### src/rtl/rom_user_id_top_module_pkg.sv
// Shared types and constants for the user-login controller: FSM states,
// the ID-ROM contents and the default timing/lockout parameters.
package rom_user_id_top_module_pkg;

  typedef enum logic [2:0] {
    ST_IDLE    = 3'd0,
    ST_CHECK   = 3'd1,
    ST_GRANTED = 3'd2,
    ST_DENIED  = 3'd3,
    ST_LOCKED  = 3'd4
  } state_e;

  localparam int unsigned DENY_CYCLES_DEF = 4;
  localparam int unsigned MAX_FAILS_DEF   = 3;

  // Entry [i] is the board user ID that maps to internal index i.
  localparam logic [7:0][3:0] ID_ROM_TABLE = {
    4'b1000, 4'b0111, 4'b0110, 4'b0101,
    4'b0100, 4'b0011, 4'b0010, 4'b0001
  };

endpackage

### src/rtl/rom_user_id_top_module_user_id_rom.sv
// Combinational ID ROM: translates a 4-bit board user ID into a 3-bit
// internal index, flagging IDs that are not in the table.
module user_id_rom
  import rom_user_id_top_module_pkg::*;
(
  input  logic [3:0] user_id,
  output logic [2:0] index,
  output logic       valid
);

  always_comb begin
    index = '0;
    valid = 1'b0;
    for (int i = 0; i < 8; i++) begin
      if (ID_ROM_TABLE[i] == user_id) begin
        index = 3'(i);
        valid = 1'b1;
      end
    end
  end

endmodule

### src/rtl/rom_user_id_top_module.sv
// User login controller: edge-detects login/logout requests, looks the
// captured ID up in the ID ROM and grants, refuses or locks out the user.
//
// state   | meaning
// IDLE    | waiting for a login request
// CHECK   | one-clock ROM lookup of the captured ID
// GRANTED | user logged in, RAM enabled, waiting for logout
// DENIED  | refusal shown on red LED for DENY_CYCLES clocks
// LOCKED  | too many consecutive invalid IDs, only reset exits
module rom_user_id_top_module
  import rom_user_id_top_module_pkg::*;
#(
  parameter int unsigned DENY_CYCLES = DENY_CYCLES_DEF,
  parameter int unsigned MAX_FAILS   = MAX_FAILS_DEF
) (
  input  logic       clock,
  input  logic       rst,
  input  logic [3:0] toggle_entry,
  input  logic       auth_button,
  input  logic [6:0] status,
  input  logic       log_out,
  output logic [2:0] internal_id,
  output logic       ROM_access,
  output logic       RAM_access,
  output logic       green_led_user,
  output logic       red_led_user
);

  localparam int unsigned DW = $clog2(DENY_CYCLES + 1);
  localparam int unsigned FW = $clog2(MAX_FAILS + 1);
  localparam logic [DW-1:0] DENY_LOAD  = DW'(DENY_CYCLES - 1);
  localparam logic [FW-1:0] FAIL_LIMIT = FW'(MAX_FAILS);

  state_e          state_q, state_d;
  logic            auth_q, auth_d;
  logic            logout_q, logout_d;
  logic [3:0]      id_q, id_d;
  logic [2:0]      internal_id_q, internal_id_d;
  logic [DW-1:0]   deny_cnt_q, deny_cnt_d;
  logic [FW-1:0]   fail_cnt_q, fail_cnt_d;

  logic            auth_edge, logout_edge;
  logic [2:0]      rom_index;
  logic            rom_valid;
  logic            login_ok;
  logic            status_unused;

  assign auth_edge     = auth_button & ~auth_q;
  assign logout_edge   = log_out & ~logout_q;
  assign login_ok      = rom_valid & ~status[1];
  assign status_unused = ^{status[6:2], status[0]};

  user_id_rom u_rom (
    .user_id (id_q),
    .index   (rom_index),
    .valid   (rom_valid)
  );

  always_ff @(posedge clock or negedge rst) begin
    if (!rst) begin
      state_q       <= ST_IDLE;
      auth_q        <= 1'b0;
      logout_q      <= 1'b0;
      id_q          <= '0;
      internal_id_q <= '0;
      deny_cnt_q    <= '0;
      fail_cnt_q    <= '0;
    end else begin
      state_q       <= state_d;
      auth_q        <= auth_d;
      logout_q      <= logout_d;
      id_q          <= id_d;
      internal_id_q <= internal_id_d;
      deny_cnt_q    <= deny_cnt_d;
      fail_cnt_q    <= fail_cnt_d;
    end
  end

  always_comb begin
    state_d = state_q;
    unique case (state_q)
      ST_IDLE:    if (auth_edge) state_d = ST_CHECK;
      ST_CHECK:   state_d = login_ok ? ST_GRANTED : ST_DENIED;
      ST_GRANTED: if (logout_edge) state_d = ST_IDLE;
      ST_DENIED: begin
        if (deny_cnt_q == '0)
          state_d = (fail_cnt_q >= FAIL_LIMIT) ? ST_LOCKED : ST_IDLE;
      end
      ST_LOCKED:  state_d = ST_LOCKED;
      default:    state_d = ST_IDLE;
    endcase
  end

  // Only invalid IDs count toward lockout; an inhibited valid ID does not.
  always_comb begin
    auth_d        = auth_button;
    logout_d      = log_out;
    id_d          = id_q;
    internal_id_d = internal_id_q;
    deny_cnt_d    = deny_cnt_q;
    fail_cnt_d    = fail_cnt_q;
    case (state_q)
      ST_IDLE: if (auth_edge) id_d = toggle_entry;
      ST_CHECK: begin
        if (login_ok) begin
          internal_id_d = rom_index;
          fail_cnt_d    = '0;
        end else begin
          deny_cnt_d = DENY_LOAD;
          if (!rom_valid && fail_cnt_q != FAIL_LIMIT)
            fail_cnt_d = fail_cnt_q + FW'(1);
        end
      end
      ST_GRANTED: if (logout_edge) internal_id_d = '0;
      ST_DENIED: if (deny_cnt_q != '0) deny_cnt_d = deny_cnt_q - DW'(1);
      default: ;
    endcase
  end

  always_comb begin
    internal_id    = '0;
    ROM_access     = 1'b0;
    RAM_access     = 1'b0;
    green_led_user = 1'b0;
    red_led_user   = 1'b0;
    case (state_q)
      ST_CHECK: ROM_access = 1'b1;
      ST_GRANTED: begin
        internal_id    = internal_id_q;
        RAM_access     = 1'b1;
        green_led_user = 1'b1;
      end
      ST_DENIED, ST_LOCKED: red_led_user = 1'b1;
      default: ;
    endcase
  end

endmodule

### config.mk
export PLATFORM = sky130hd
export DESIGN_NAME = rom_user_id_top_module
export DESIGN_NICKNAME = d
export VERILOG_FILES = /design/src/rtl/rom_user_id_top_module_pkg.sv /design/src/rtl/rom_user_id_top_module_user_id_rom.sv /design/src/rtl/rom_user_id_top_module.sv
export SDC_FILE = /design/constraint.sdc
export NUM_CORES = 1
export LEC_CHECK = 0
export CAP_MARGIN = 20
export CELL_PAD_IN_SITES_DETAIL_PLACEMENT = 0
export CELL_PAD_IN_SITES_GLOBAL_PLACEMENT = 1
export CORE_MARGIN = 3
export CORE_UTILIZATION = 33
export CTS_CLUSTER_DIAMETER = 150
export DETAILED_ROUTE_END_ITERATION = 8
export GPL_ROUTABILITY_DRIVEN = 0
export MAX_ROUTING_LAYER = met4
export PLACE_DENSITY = 0.71
export SLEW_MARGIN = 20
export SYNTH_ARGS = -nofsm -noshare
export SYNTH_HDL_FRONTEND = slang
export SYNTH_SLANG_ARGS = --single-unit
### constraint.sdc
create_clock -name clock -period 1.7 [get_ports clock]
set_clock_uncertainty 0.05 [all_clocks]
set_input_delay 0.255 -clock clock [delete_from_list [all_inputs] [get_ports clock]]
set_output_delay 0.255 -clock clock [all_outputs]
set_load 0.005 [all_outputs]
## After elaboration in Yosys (flattened, before gate mapping)

Cells that the tools add are included.

- Register bits: 17
- Input bits: 15
- Logic and storage cells: 81

- $add $sub $neg: 2
- $lt $le $gt $ge: 1
- Eq/ne operators: 19
- Mux-type cells: 32
- Bitwise gates (word level): 6
- Reduce and logical (&&, ||, !) cells: 14

Operators by type and width:

| operator | count |
|---|---|
| 2-to-1 mux 3 bit | 12 |
| == test 3 x 4 -> 1 bit, first input constant | 4 |
| one-hot mux 3 bit (5 select lines) | 1 |
| inequality test 2 bit, second input constant | 7 |
| 2-to-1 mux 1 bit | 13 |
| one-hot mux 3 bit (2 select lines) | 2 |
| AND reduction 3 bit | 3 |
| == test 2 x 4 -> 1 bit, first input constant | 2 |
| 2-to-1 mux 2 bit | 4 |
| == test 3 x 2 -> 1 bit, second input constant | 2 |
| zero test 3 bit | 2 |
| nonzero test 2 bit | 3 |
| == test 1 x 4 -> 1 bit, first input constant | 1 |
| == test 4 bit, first input constant | 1 |
| AND reduction 2 bit | 2 |
| bitwise AND 1 bit | 3 |
| == test 3 x 1 -> 1 bit, second input constant | 1 |
| == test 3 bit, second input constant | 1 |
| NOT 1 bit | 3 |
| nonzero test 3 bit | 1 |
| subtractor 3 x 1 -> 3 bit, second input constant | 1 |
| adder 2 x 1 -> 2 bit, second input constant | 1 |
| >= comparator 2 bit, second input constant | 1 |
| OR reduction 2 bit | 1 |
| other kinds (2) | 2 |

## Logic depth before layout (Yosys ltp)

- Depth after elaboration: 13
- Depth in mapped cells: 6
- Depth with buffers taken out: 6

## Cells and area by module

From an unflattened synthesis, not the netlist that was laid out.

- Cell total of the unflattened synthesis: 93
- Area, all modules: 934.6 sq um

Modules (own cells, without submodules):

| module | instances | cells each | area each (sq um) | seq. area each (sq um) |
|---|---|---|---|---|
| rom_user_id_top_module | 1 | 80 | 849.6 | 425.4 |
| user_id_rom | 1 | 13 | 85.1 | 0.0 |

## Least setup slack after synthesis

OpenSTA, ideal clock, no wires.

- Path kind: reg-to-reg
- From: register id_q[0]
- To: register internal_id_q[0]
- Library setup time: 125 ps
- Arrival: 1425 ps
- Required time: 1525 ps
- Slack: 100 ps
- Stages on the path, launching flop included: 5
- Period minus slack after synthesis: 1600 ps
- Path through: dfrtp_1 -> or4_4 -> nand4_1 -> a21oi_2 -> mux2_4

- Longest elaborated chain between the ends: 12
- Elaborated cells on any way between the ends: 28

RTL lines:

| what | line | source |
|---|---|---|
| start: declaration | rom_user_id_top_module.sv:37 | `logic [3:0] id_q, id_d;` |
| start signal: assignment | rom_user_id_top_module.sv:72 | `id_q <= id_d;` |
| == test 1 x 4 -> 1 bit | rom_user_id_top_module_user_id_rom.sv:15 | `if (ID_ROM_TABLE[i] == user_id) begin` |
| 2-to-1 mux 1 bit (8 in series) | rom_user_id_top_module_user_id_rom.sv:15 |  |
| bitwise AND 1 bit | rom_user_id_top_module.sv:50 | `assign login_ok = rom_valid & ~status[1];` |
| inequality test 2 bit (no line) | -- |  |
| AND reduction 3 bit (no line) | -- |  |
| end signal: assignment | rom_user_id_top_module.sv:73 | `internal_id_q <= internal_id_d;` |
| end: declaration | rom_user_id_top_module.sv:38 | `logic [2:0] internal_id_q, internal_id_d;` |

Parallel ways exist; a longest one is shown, timed or not. The select of a mux whose other input is x is not followed.
A chain may end at the register's enable or synchronous reset.

## Worst setup path in the final report

- From: register state_q[0]
- To: output internal_id[0]

- Longest elaborated chain between the ends: 2

RTL lines:

| what | line | source |
|---|---|---|
| start: declaration | rom_user_id_top_module.sv:34 | `state_e state_q, state_d;` |
| start signal: assignment | rom_user_id_top_module.sv:69 | `state_q <= state_d;` |
| == test 3 x 2 -> 1 bit | rom_user_id_top_module.sv:126 | `case (state_q)` |
| 2-to-1 mux 3 bit | rom_user_id_top_module.sv:126 |  |
| end: declaration | rom_user_id_top_module.sv:22 | `output logic [2:0] internal_id,` |

No other way between the ends.

==> run_results.csv <==
group,metric,value,unit
route,wl,2146,µm
synth,post-synth-top-area-cell,"sky130_fd_sc_hd__dfrtp_1",
critical_path,critPathLaunchType,"flop",
grt,grt_overflow_total,0,
synth,synth_instances,98,
status,outcome,"finished with violations",
synth,yosys-top-cells-area,"sky130_fd_sc_hd__dfrtp_1, sky130_fd_sc_hd__mux2_2, sky130_fd_sc_hd__ha_1, sky130_fd_sc_hd__inv_1, sky130_fd_sc_hd__nand2_1",
min_path,hp-class,"in2async",
cells_and_area,area_delta_synth_final,39.40,%
grt,grt_antenna_before_repair,0,
cts,ctsRootBufferMaster,"sky130_fd_sc_hd__clkbuf_4",
critical_path,worst_r2r_src,"id_q[3]",
status,violations_in_the_final_reports,"setup timing",
route,first_pass_iters,4,
route,number_of_routed_nets_with_antenna_violations,0,
cells_and_area,filler_cell_count,256,
critical_path,critical_path.cell_chain,"and2b_2 -> and2b_2 -> buf_6 -> and2_4 -> buf_6",
place,place.port_buffers,15,
route,drt-vias-per-instance,4.982,
place,dpl_worst_slack,-0.01122,ns
route,dr_total_vias,817,
sta,rsz0062_at_grt,"yes",
pwr,p_per_area,1708,nW/µm²
sta,fmax,0.5650,GHz
grt,grt_pass1_wl,3822,µm
grt,track_usage,0.1469,
pwr,cell_internal_pwr,1419,µW
critical_path,worst-setup-path-type,"reg2out",
pwr,design_power_total,2291,µW
synth,post_synth.cell_area_avg,9.818,µm²
synth,ys_seq_elements,17,
die,core_area,2613,µm²
critical_path,crit_start,"state_q[0]",
cells_and_area,design.final.nets,153,
cts,path_clk_slew,0.11,ns
sta,post-route-worst-setup-slack,-0.06991,ns
critical_path,crit_path_max_fanout,4,
pwr,power.share.switching,0.3805,
critical_path,setup.worst_path.end_class,"output pin",
cells_and_area,multiInputGateArea,508.0,µm²
synth,synth.yosys.seq_area_share,0.4421,
cells_and_area,seq_area,425.4,µm²
cts,cts-htree-levels,1,
critical_path,cp.buffers_inverters,2,
cells_and_area,num_antenna_cells,0,
pwr,vdd_ir_drop_max,1040,µV
pwr,combPwrFrac,0.599,
route,detail_route.iter0.violations,15,
die,floorplan.initialDensity,0.3683,
cts,num_clock_sinks,17,
cts,cts_tree,"done",
critical_path,crit_path_top_delay_cell,"sky130_fd_sc_hd__dfrtp_1",
sta,setup_tns,-0.07224,ns
pwr,total_switching_power,871.6,µW
route,route.detailed.drc,0,
sta,final_critical_delay_including_setup_and_external_delays,1.770,ns
synth,synth.yosys.warnings,0,
synth,post-synth-top-area-fraction,0.4421,
sta,post-route-period-util,1.041,
sta,timing.slew.headroom,0.8067,
run,drv.max_cap_violation_count,0,
cts,clk-insertion-delay-late,0.30,ns
critical_path,worst_path_largest_cell_delay,0.38,ns
route,avgRoutedWirePerCell,13.09,µm
sta,tightestPinTransition,0.2890,ns
die,fp-row-count,18,
die,design.die.area,3599,µm²
grt,first_global_vias,876,
synth,syn-num-nets,116,
grt,grt_max_degree,18,
cts,cts_made_buffers,3,
sta,setup_viol,2,
critical_path,critPathRequiredTime,1.39,ns
synth,post_synth_instance_area,962.2,µm²
die,io_pins,22,
synth,synthDistinctLibCells,33,
die,dieHeight,60.00,µm
pwr,cellLeakagePower,0.0006350,µW
critical_path,arrival,1.46,ns
pwr,share_clk_of_total_power,0.101,
die,die_width,60.00,µm
critical_path,critical_path.top_delay_family,"simple AND/OR/NAND/NOR gates",
sta,final_hold_violations,0,
sta,timing_max_transition_violations_final,0,
cts,cts_buffer_depth,2,
cells_and_area,share_of_layout_cells_above_drive_strength_1,0.4030,
pwr,p_seq_frac,0.299,
place,dp.final_hpwl,1608,µm
==> repair_timing <==
item / in CTS / in global routing
hold buffers: 0 / 0
buffers inserted: 6 / 3
pin swaps: 2 / 5
gates resized for setup: 24 / 18
endpoints found under the setup margin: 7 / 11
==> logic make-up after synthesis <==
| group | Yosys count | synth area share |
|---|---|---|
| simple gates | 37 | 0.2172 |
| compound gates | 19 | 0.1352 |
| flops | 17 | 0.4421 |
| buf+inv | 14 | 0.07412 |
| mux | 6 | 0.07411 |
| fa+ha+maj | 3 | 0.03902 |
| xor+xnor | 2 | 0.01821 |
==> state kept, by name, summed over array words and instances, names as in the netlist <==
name	count
deny_cnt_q	3
logout_q	1
internal_id_q	3
id_q	4
fail_cnt_q	2
state_q	3
auth_q	1
==> Yosys cell counts <==
master and count:
sky130_fd_sc_hd__a21oi_1 5, sky130_fd_sc_hd__a21oi_2 2, sky130_fd_sc_hd__a2bb2oi_1 1, sky130_fd_sc_hd__a31oi_2 1, sky130_fd_sc_hd__a32oi_1 1, sky130_fd_sc_hd__and2_1 3
sky130_fd_sc_hd__and2_2 1, sky130_fd_sc_hd__and2b_2 2, sky130_fd_sc_hd__and3_1 1, sky130_fd_sc_hd__buf_4 1, sky130_fd_sc_hd__buf_6 2, sky130_fd_sc_hd__clkbuf_1 2
sky130_fd_sc_hd__dfrtp_1 17, sky130_fd_sc_hd__ha_1 3, sky130_fd_sc_hd__inv_1 9, sky130_fd_sc_hd__mux2_2 5, sky130_fd_sc_hd__mux2_4 1, sky130_fd_sc_hd__nand2_1 8
sky130_fd_sc_hd__nand2b_1 2, sky130_fd_sc_hd__nand3b_1 1, sky130_fd_sc_hd__nand4_1 1, sky130_fd_sc_hd__nor2_1 8, sky130_fd_sc_hd__nor2b_1 3, sky130_fd_sc_hd__nor3_1 2
sky130_fd_sc_hd__nor3b_1 2, sky130_fd_sc_hd__nor4b_1 1, sky130_fd_sc_hd__o21ai_0 4, sky130_fd_sc_hd__o22ai_1 2, sky130_fd_sc_hd__o31ai_1 1, sky130_fd_sc_hd__o32ai_1 2
sky130_fd_sc_hd__or3b_1 1, sky130_fd_sc_hd__or4_4 1, sky130_fd_sc_hd__xor2_1 2
==> worst paths after layout <==
path                                    endpoint  depth (start not counted)  slack (ns)
worst min register to register  internal_id_q[1]                          2        0.47
worst max-delay path              internal_id[0]                          5       -0.07
min in group clock                        auth_q                          1        0.37
worst min-delay path                    logout_q                          2        0.22
max in group asynchronous       internal_id_q[1]                          2        1.19
worst max register to register  internal_id_q[0]                          4        0.04
==> power groups by stage <==
| stage | clock [µW] | combinational (µW) | sequential, µW |
|---|---|---|---|
| floorplan | 0 | 733 | 678 |
| global placement | 0 | 1150 | 677 |
| detailed placement | 0 | 1180 | 688 |
| CTS | 239 | 1260 | 679 |
| global route | 258 | 1530 | 708 |
| finish | 232 | 1370 | 686 |
==> per-layer routing <==
layer  track usage  share of wire  routed length [µm]
met4       0.04747         0.0056                  12
met5             -              0                   0
met1        0.1651           0.44                 944
met2        0.2546           0.51                1103
met3       0.03456          0.040                  85
==> through the flow <==
step                        util  cell area, µm²  instances  hold WS (ns)
after floorplan                -           962.2         98      -0.09059
after global placement    0.4689            1225        153        0.4372
after detailed placement  0.4689            1225        153        0.4404
after CTS                 0.4971            1299        163        0.2184
after global routing      0.5134            1341        164        0.2206
final                     0.5134            1341        164        0.2156
==> layout make-up <==
type                            instances  area share
Clock buffer                            3     0.01679
Clock inverter                          1    0.005597
Inverter                                9     0.02519
Multi-Input combinational cell         67      0.3787
Sequential cell                        17      0.3172
Tap cell                               30     0.02798
Timing Repair Buffer                   37      0.2285
==> worst register-to-register path: cells and delay by family, from the launching register on <==
kind / cells / cell delay (ns)
compound gates: 1 / 0.09
flops: 1 / 0.43
mux: 1 / 0.30
simple gates: 2 / 0.69
==> layout by cell type (no fill, tap or decap), drive strengths merged <==
master | synthesis | routed
nor3 | 2 | 2
dfrtp | 17 | 17
nand2 | 8 | 8
nand2b | 2 | 2
nand3b | 1 | 1
and3 | 1 | 1
nand4 | 1 | 1
nor2 | 8 | 8
clkdlybuf4s50 | 0 | 8
buf | 3 | 27
ha | 3 | 3
and2 | 4 | 4
o31ai | 1 | 1
o32ai | 2 | 2
a21oi | 7 | 7
o21ai | 4 | 4
and2b | 2 | 2
o22ai | 2 | 2
or3b | 1 | 1
clkbuf | 2 | 5
or4 | 1 | 1
a32oi | 1 | 1
nor2b | 3 | 3
a31oi | 1 | 1
nor4b | 1 | 1
nor3b | 2 | 2
inv | 9 | 9
a2bb2oi | 1 | 1
xor2 | 2 | 2
clkinvlp | 0 | 1
mux2 | 6 | 6
No activity file was read; power rests on OpenSTA's default activity.
